**src/rtl/serial_parity_transmitter.sv**
```systemverilog
// Even-parity serial transmitter: accepts a word on ready/start, shifts it out LSB first, then appends one parity bit.
// Optional build macro SERIAL_TX_ODD_PARITY_EN switches the appended bit to odd parity.
module serial_parity_transmitter #(
  parameter int DATA_WIDTH = 8
) (
  input  logic                  clk,
  input  logic                  reset,
  input  logic                  start,
  input  logic [DATA_WIDTH-1:0] data_in,
  output logic                  ready,
  output logic                  serial_output,
  output logic                  bit_valid,
  output logic                  parity_bit
);

  localparam int CW = $clog2(DATA_WIDTH) + 1;
  localparam logic [CW-1:0] LAST_BIT = CW'(DATA_WIDTH - 1);

  typedef enum logic [1:0] {
    IDLE,
    DATA,
    PARITY
  } state_t;

  state_t                state;
  logic [DATA_WIDTH-1:0] shiftReg;
  logic [DATA_WIDTH-1:0] shifted;
  logic                  parityAcc;
  logic                  loadParity;
  logic [CW-1:0]         bitCount;

  assign shifted = shiftReg >> 1;

`ifdef SERIAL_TX_ODD_PARITY_EN
  assign loadParity = ~(^data_in);
`else
  assign loadParity = ^data_in;
`endif

  // Outputs are registered with the value of the state being entered, so the first data bit is on the line right after the accept edge.
  always_ff @(posedge clk) begin
    if (reset) begin
      state         <= IDLE;
      ready         <= 1'b1;
      serial_output <= 1'b0;
      bit_valid     <= 1'b0;
      parity_bit    <= 1'b0;
      shiftReg      <= '0;
      parityAcc     <= 1'b0;
      bitCount      <= '0;
    end else begin
      case (state)
        IDLE: begin
          if (start) begin
            state         <= DATA;
            ready         <= 1'b0;
            shiftReg      <= data_in;
            parityAcc     <= loadParity;
            bitCount      <= '0;
            serial_output <= data_in[0];
            bit_valid     <= 1'b1;
            parity_bit    <= 1'b0;
          end
        end
        DATA: begin
          shiftReg <= shifted;
          bitCount <= bitCount + 1'b1;
          if (bitCount == LAST_BIT) begin
            state         <= PARITY;
            serial_output <= parityAcc;
            parity_bit    <= 1'b1;
          end else begin
            serial_output <= shifted[0];
          end
        end
        PARITY: begin
          state         <= IDLE;
          ready         <= 1'b1;
          serial_output <= 1'b0;
          bit_valid     <= 1'b0;
          parity_bit    <= 1'b0;
        end
        default: begin
          state         <= IDLE;
          ready         <= 1'b1;
          serial_output <= 1'b0;
          bit_valid     <= 1'b0;
          parity_bit    <= 1'b0;
        end
      endcase
    end
  end

endmodule

```
**config.mk**
```make
export PLATFORM = sky130hd
export DESIGN_NAME = serial_parity_transmitter
export DESIGN_NICKNAME = d
export VERILOG_FILES = /design/src/rtl/serial_parity_transmitter.sv
export SDC_FILE = /design/constraint.sdc
export NUM_CORES = 1
export LEC_CHECK = 0
export ABC_AREA = 1
export CAP_MARGIN = 20
export CORE_ASPECT_RATIO = 0.9
export CORE_UTILIZATION = 40
export DETAILED_ROUTE_END_ITERATION = 10
export PLACE_DENSITY = 0.65
export SLEW_MARGIN = 20
export SYNTH_ARGS = -nofsm -noshare
export SYNTH_HDL_FRONTEND = slang
export SYNTH_SLANG_ARGS = --single-unit
```
**constraint.sdc**
```tcl
create_clock -name clk -period 3.1 [get_ports clk]
set_input_delay 0.465 -clock clk [delete_from_list [all_inputs] [get_ports clk]]
set_output_delay 0.465 -clock clk [all_outputs]
set_load 0.03 [all_outputs]
```
# Word level (Yosys, flattened, before mapping)
# Cells that the tools add are included.
# totals
word_cells,37
mem_count,0
regBits,19
latchBits,0
mem_bits_rw,0
mem_bits_ro,0
inputBits,11
# classes
magnitude_cmp,0
n_eq_ne,4
n_div,0
addsub,1
n_mux,16
mul,0
shifts,0
n_bitwise,1
reduce_logical,7
# ops
cell,n
one-hot mux 8 bit (2 select lines),1
two-way mux 8 bit,1
one-hot mux 1 bit (2 select lines),4
one-hot mux 4 bit (2 select lines),1
AND reduction 2 bit,4
XOR reduction 8 bit,1
two-way mux 1 bit,5
"adder 4 x 1 -> 4 bit, second input constant",1
"== test 4 x 3 -> 1 bit, second input constant",1
two-way mux 2 bit,2
two-way mux 4 bit,1
"inequality test 2 bit, second input constant",2
one-hot mux 2 bit (2 select lines),1
"== test 2 x 1 -> 1 bit, second input constant",1
logical NOT 2 bit,1
nonzero test 2 bit,1
NOT 1 bit,1

# Depth between registers and ports, before layout
# Gate-level depths: netlist of the first run.
# depth
ltp_word,3
ltp_mapped,10

# Worst setup path before layout of the first run
# Ideal clock, no wire load.
# synth_path
kind,reg-to-reg
start,"register, netlist name parity_bit"
end,register shiftReg[1]
synth_period_minus_slack_ns,1.331
arrival_time_ns,1.215
path_stages_with_launch,8
required_ns,2.984
slack_ns,1.769
cell_sequence,dfxtp_1 > nor2_1 > inv_2 > nor2_4 > nor2_4 > inv_4 > nor2_1 > nor2_1
# synth_rtl
element,line,source
to (signal assigned),57,shiftReg <= data_in;
to (signal assigned),66,shiftReg <= shifted;
to (decl),26,logic [DATA_WIDTH-1:0] shiftReg;

# Worst setup path after layout of the first run
# layout_path
start,register parity_bit
end,output port parity_bit
# layout_rtl
element,line,source
from (decl),13,output logic parity_bit
from (signal assigned),47,parity_bit <= 1'b0;
from (signal assigned),62,parity_bit <= 1'b0;
from (signal assigned),71,parity_bit <= 1'b1;
# No word-level cell between the ends.

==> results of run 1 <==
==> sequential cells by signal, summed over array words and instances (netlist names) <==
| signal | count |
|---|---|
| state | 1 |
| bitCount | 4 |
| parity_bit | 1 |
| parityAcc | 1 |
| ready | 1 |
| serial_output | 1 |
| bit_valid | 1 |
| shiftReg | 7 |
==> layer usage <==
metal / GRT usage / vias up / part of all wire
met4: 0.0684 / 0 / 0
met3: 0.0571 / 0 / 0.029
li1: - / 485 / -
met5: 0 / - / 0
met2: 0.304 / 16 / 0.47
met1: 0.235 / 417 / 0.50
==> area by class of cell <==
cell class | count | area, um2 | share of cell area
Multi-Input combinational cell | 107 | 498 | 0.447
Sequential cell | 17 | 340 | 0.305
Timing Repair Buffer | 14 | 140 | 0.126
Inverter | 19 | 76.3 | 0.0685
Tap cell | 27 | 33.8 | 0.0303
Clock buffer | 4 | 26.3 | 0.0236
==> power breakdown <==
group | total, mW | switching, mW | internal [mW]
Clock | 0.120 | 0.0703 | 0.0500
Sequential | 0.247 | 0.0112 | 0.236
Combinational | 0.118 | 0.0708 | 0.0471
Total | 0.485 | 0.152 | 0.333
==> stage by stage <==
| stage | worst slack, ns | cell area, um2 | instances |
|---|---|---|---|
| finish | 1.14 | 1110 | 188 |
| global placement | 1.38 | 1090 | 184 |
| global route | 1.08 | 1110 | 188 |
| CTS | 1.13 | 1110 | 188 |
| floorplan | 1.77 | 930 | 145 |
| detailed placement | 1.39 | 1090 | 184 |
==> cells by family (layout without fill, tap and decap cells) <==
kind of cell | count (synthesis) | after routing | share of synthesized area
fa+ha+maj | 1 | 1 | 0.0135
compound gates | 21 | 21 | 0.129
xor+xnor | 1 | 1 | 0.00942
simple gates | 84 | 84 | 0.384
flops | 17 | 17 | 0.366
buf+inv | 21 | 37 | 0.0982
==> cells in the final DEF, fill, tap and decap left out, types with 2 or more instances in the layout <==
cell type        netlist  routed
o21ai_2                3       3
clkdlybuf4s50_1        0      14
o21ai_0                9       9
nor2_4                 2       2
nand3_1                8       8
inv_4                  2       2
nand2_1               48      48
nor2_1                21      21
a21oi_1                7       7
inv_2                  2       2
dfxtp_1               17      17
clkbuf_4               0       3
inv_1                 15      15
nand2_2                3       3
==> path summary, 6_finish.rpt <==
check	start	slack [ns]	end
setup reg to reg	parity_bit	1.80	shiftReg[2]
setup / recovery	parity_bit	1.14	parity_bit
hold reg to reg	serial_output	0.47	serial_output
hold / removal	serial_output	0.47	serial_output
==> impl_metrics.py, run 1 <==
metrics = {
    "floorplan": {
        "num_io_pins": 15,
        "chipHeight_um": 47.7,
        "die_w_um": 52.8,
        "start_util": 0.426,
        "num_rows": 16,
        "core-area_um2": 2180,
        "design.die.area_um2": 2520,
    },
    "layout": {
        "drive_gt1_frac": 0.106,
        "fin_util": 0.511,
        "fill_cells": 213,
        "final_nets": 174,
        "n_antenna_cell": 0,
        "area_growth_syn_to_layout_pct": 19.9,
    },
    "synth": {
        "syn_nets": 157,
        "yosys_warnings": 0,
        "seq_area_frac_synth": 0.366,
        "synthArstFlopShare": 0,
        "netlist_instances": 145,
        "yosys.area.top_type": "dfxtp_1",
        "synthTopCellsByCount": "nand2_1 (48), nor2_1 (21), dfxtp_1 (17), inv_1 (15), o21ai_0 (9)",
        "synth_ff_type": "dfxtp_1",
        "synthTopCellsByArea": "dfxtp_1 (37%), nand2_1 (19%), nor2_1 (8.5%)",
        "avgSynthCellArea_um2": 6.41,
        "synth_edf_count": 0,
        "yosys.cell_count.top_type": "nand2_1",
        "synth_top_area_frac": 0.366,
        "synth.distinct_cells": 20,
        "ys_seq_elements": 17,
        "netlist_area_um2": 930,
    },
    "pwr": {
        "worst_ir_drop_vdd_uv": 227,
        "powerDensity_nw_per_um2": 435,
        "power_leakage_nw": 0.526,
        "finalPower_uw": 485,
    },
    "worst_hold_path": {
        "hold_path_class": "reg -> reg",
        "hold_depth": 2,
    },
    "clocking": {
        "cts_buffers": 3,
        "cts_root_buf": "clkbuf_4",
        "path_clk_slew_ns": 0.10,
        "cts-htree-levels": 1,
        "clock_latency_ns": 0.29,
        "cts-resized-gates": 0,
        "numClockSinks": 17,
        "postCtsHoldBufs": 0,
        "post_cts_buffers": 0,
        "cts_buffer_depth": 2,
        "tritoncts": "done",
    },
    "drt": {
        "drt_iter0_drc": 24,
        "routed_wl_um": 2060,
        "first_pass_iters": 8,
        "via_count": 918,
        "via_per_inst": 4.88,
        "drt_drc_violations_left": 2,
        "drtAntennaViolNets": 0,
        "wl_per_cell_um": 11.0,
    },
    "timing": {
        "holdWs_ns": 0.473,
        "fin_skew_ns": 0.00469,
        "min_period_ns": 1.96,
        "finalSetupTns_ns": 0,
        "rsz0062_at_grt": "no",
        "fmax_ghz": 0.511,
        "max-slew-margin-rel": 0.787,
        "finalHoldViolations": 0,
        "finalCritPeriodShare": 0.631,
        "worstMarginPinSlew_ns": 0.319,
        "finalSetupViolCount": 0,
        "maxSlewViolCount": 0,
    },
    "critical_path": {
        "cp.arrival_ns": 1.49,
        "critPathLaunchType": "flop",
        "reg2reg_depth": 7,
        "end_kind": "output port",
        "slowest_stage": "clkdlybuf4s50_1",
        "path_max_fanout": 5,
        "cpLargestDelayFamily": "buffers and inverters",
        "path_cells": "clkdlybuf4s50_1",
        "path_class": "reg -> out",
        "cpPeakStageDelay_ns": 0.72,
        "worstPathRequired_ns": 2.63,
        "cp_num_buf_inv": 1,
        "path_depth": 1,
    },
    "place": {
        "place.gp.congestion": 0.707,
        "dp_hpwl_um": 1550,
        "portBuffers": 14,
    },
    "status": {
        "status": "finished with violations",
        "failed_checks": "DRC",
    },
    "global_route": {
        "grt.overflow.total": 0,
        "grt_pass1_wl_um": 3270,
        "grt_util_all_layers": 0.186,
        "grt_max_degree": 15,
        "antenna_found_initial": 0,
        "grt_pass1_vias": 757,
    },
    "job": {
        "drv_cap": 0,
    },
}
No activity file was read; power rests on OpenSTA's default activity.
==> run 2, diff against run 1 <==
PLACE_DENSITY = 0.67   (was 0.65)
clock period = 1.6 ns   (was 3.1 ns; I/O delays follow)
==> impl_metrics.py, run 2 (synthesized netlist as in run 1, its figures left out) <==
metrics = {
    "timing": {
        "max-slew-margin-rel": 0.769,
        "maxSlewViolCount": 0,
        "finalSetupTns_ns": 0,
        "finalHoldViolations": 0,
        "min_period_ns": 1.43,
        "rsz0062_at_grt": "no",
        "fmax_ghz": 0.698,
        "worstMarginPinSlew_ns": 0.346,
        "finalSetupViolCount": 0,
        "fin_skew_ns": 0.00551,
        "holdWs_ns": 0.463,
        "finalCritPeriodShare": 0.896,
    },
    "pwr": {
        "power_leakage_nw": 0.573,
        "power_frac_comb": 0.245,
        "powerDensity_nw_per_um2": 823,
        "intPower_uw": 641,
        "switchingPower_uw": 288,
        "swShare": 0.310,
        "worst_ir_drop_vdd_uv": 691,
        "p_clk_frac": 0.243,
        "seqPwrFrac": 0.512,
    },
    "drt": {
        "via_per_inst": 4.64,
        "routed_wl_um": 1900,
        "drt_drc_violations_left": 2,
        "wl_met1_um": 1010,
        "wl_met3_um": 69,
        "met2_length_um": 822,
        "first_pass_iters": 7,
        "routed.top_layer": "met3",
        "drt_iter0_drc": 18,
        "via_count": 877,
        "drtAntennaViolNets": 0,
        "wl_per_cell_um": 10.0,
    },
    "clocking": {
        "postCtsHoldBufs": 0,
        "numClockSinks": 17,
        "cts_root_buf": "clkbuf_4",
        "cts_buffer_depth": 2,
        "tritoncts": "done",
        "cts-htree-levels": 1,
        "cts_buffers": 3,
        "clock_latency_ns": 0.29,
        "post_cts_buffers": 0,
        "path_clk_slew_ns": 0.10,
    },
    "critical_path": {
        "cp_num_buf_inv": 1,
        "path_class": "reg -> out",
        "crit_start": "parity_bit",
        "worstPathRequired_ns": 1.36,
        "end_kind": "output port",
        "reg2reg_depth": 7,
        "slowest_stage": "dfxtp_1",
        "cpLargestDelayFamily": "flip-flops",
        "path_max_fanout": 5,
        "r2r_setup_slack_ns": 0.33,
        "critPathLaunchType": "flop",
        "reg2reg_to": "serial_output",
        "worstReg2RegStart": "bitCount[1]",
        "cp-endpoint": "parity_bit",
        "path_depth": 1,
        "path_cells": "dlygate4sd2_1",
        "cp.arrival_ns": 1.19,
        "cpPeakStageDelay_ns": 0.47,
    },
    "floorplan": {
        "num_rows": 16,
        "design.die.area_um2": 2520,
        "start_util": 0.426,
        "core-area_um2": 2180,
        "die_w_um": 52.8,
        "num_io_pins": 15,
        "chipHeight_um": 47.7,
    },
    "status": {
        "status": "finished with violations",
        "failed_checks": "DRC",
    },
    "worst_hold_path": {
        "hold_path_class": "reg -> reg",
    },
    "place": {
        "place_inst": 185,
        "dp_hpwl_um": 1440,
        "portBuffers": 14,
        "place.gp.congestion": 0.767,
    },
    "job": {
        "drv_cap": 0,
    },
    "layout": {
        "mostFrequentLayoutCells": "nand2_1 (48), nor2_1 (21), dfxtp_1 (17), inv_1 (15), clkdlybuf4s50_1 (10)",
        "final_nets": 175,
        "regMostFlops": "shiftReg",
        "area_growth_syn_to_layout_pct": 21.5,
        "largestRegisters": "shiftReg: 7 flops, bitCount: 4 flops",
        "n_antenna_cell": 0,
        "largest_register_ffs": 7,
        "drive_gt1_frac": 0.117,
        "fin_cells": 189,
        "final_common_cell": "nand2_1",
    },
    "global_route": {
        "grt.overflow.total": 0,
        "antenna_found_initial": 0,
        "grt_pass1_wl_um": 3000,
        "grt_pass1_vias": 697,
        "grt_max_degree": 15,
        "grt_util_all_layers": 0.166,
    },
}
-- run 2: cell count changes in the layout (fill, tap and decap cells not counted), sizes merged --
cell,change
clkinv,+1
buf,+1
dlygate4sd2,+1
dlymetal6s2s,+3
clkbuf,-1
clkdlybuf4s50,-4
-- run 2: final cells by class --
cell class	instances	area, um2
fillers	216	1050
clock buffers	3	22.5
flip-flops and latches	17	340
multi-input cells	107	498
clock inverters	1	5.00
inverters	19	76.3
well taps	27	33.8
repair buffers	15	154
-- run 2: per-layer routing --
metal | up-vias | track usage
li1 | 484 | -
met1 | 376 | 0.227
met2 | 17 | 0.258
met3 | 0 | 0.0667
met4 | 0 | 0.0158
met5 | - | 0
-- run 2: stage by stage --
step	area [um2]	worst slack (ns)	power (mW)	util
2_1_floorplan	930	0.269	0.640	-
3_3_place_gp	1100	0.167	0.710	0.502
3_5_place_dp	1100	0.180	0.713	0.502
4_1_cts	1120	0.0549	0.940	0.514
5_1_grt	1130	0.0920	0.994	0.518
6_report	1130	0.167	0.929	0.518
-- run 2: what timing repair did --
item	CTS	global route
gates resized for setup	1	3
cloned	0	0
setup endpoints to repair	1	3
hold endpoints to repair	0	0
-- run 2: worst min path at each step --
stage	startpoint	end	slack [ns]	cells past startpoint
CTS	serial_output	serial_output	0.47	2
finish	serial_output	serial_output	0.46	2
global route	serial_output	serial_output	0.49	2
global placement	ready	ready	0.44	2
detailed placement	serial_output	serial_output	0.45	2
floorplan	reset	bitCount[1]	0.31	1
-- run 2: power groups by stage --
stage	combinational, mW	sequential [mW]	clock, mW
after floorplan	0.143	0.497	0
after global placement	0.225	0.485	0
after detailed placement	0.227	0.486	0
after CTS	0.230	0.476	0.234
after global routing	0.258	0.480	0.255
final	0.227	0.476	0.226
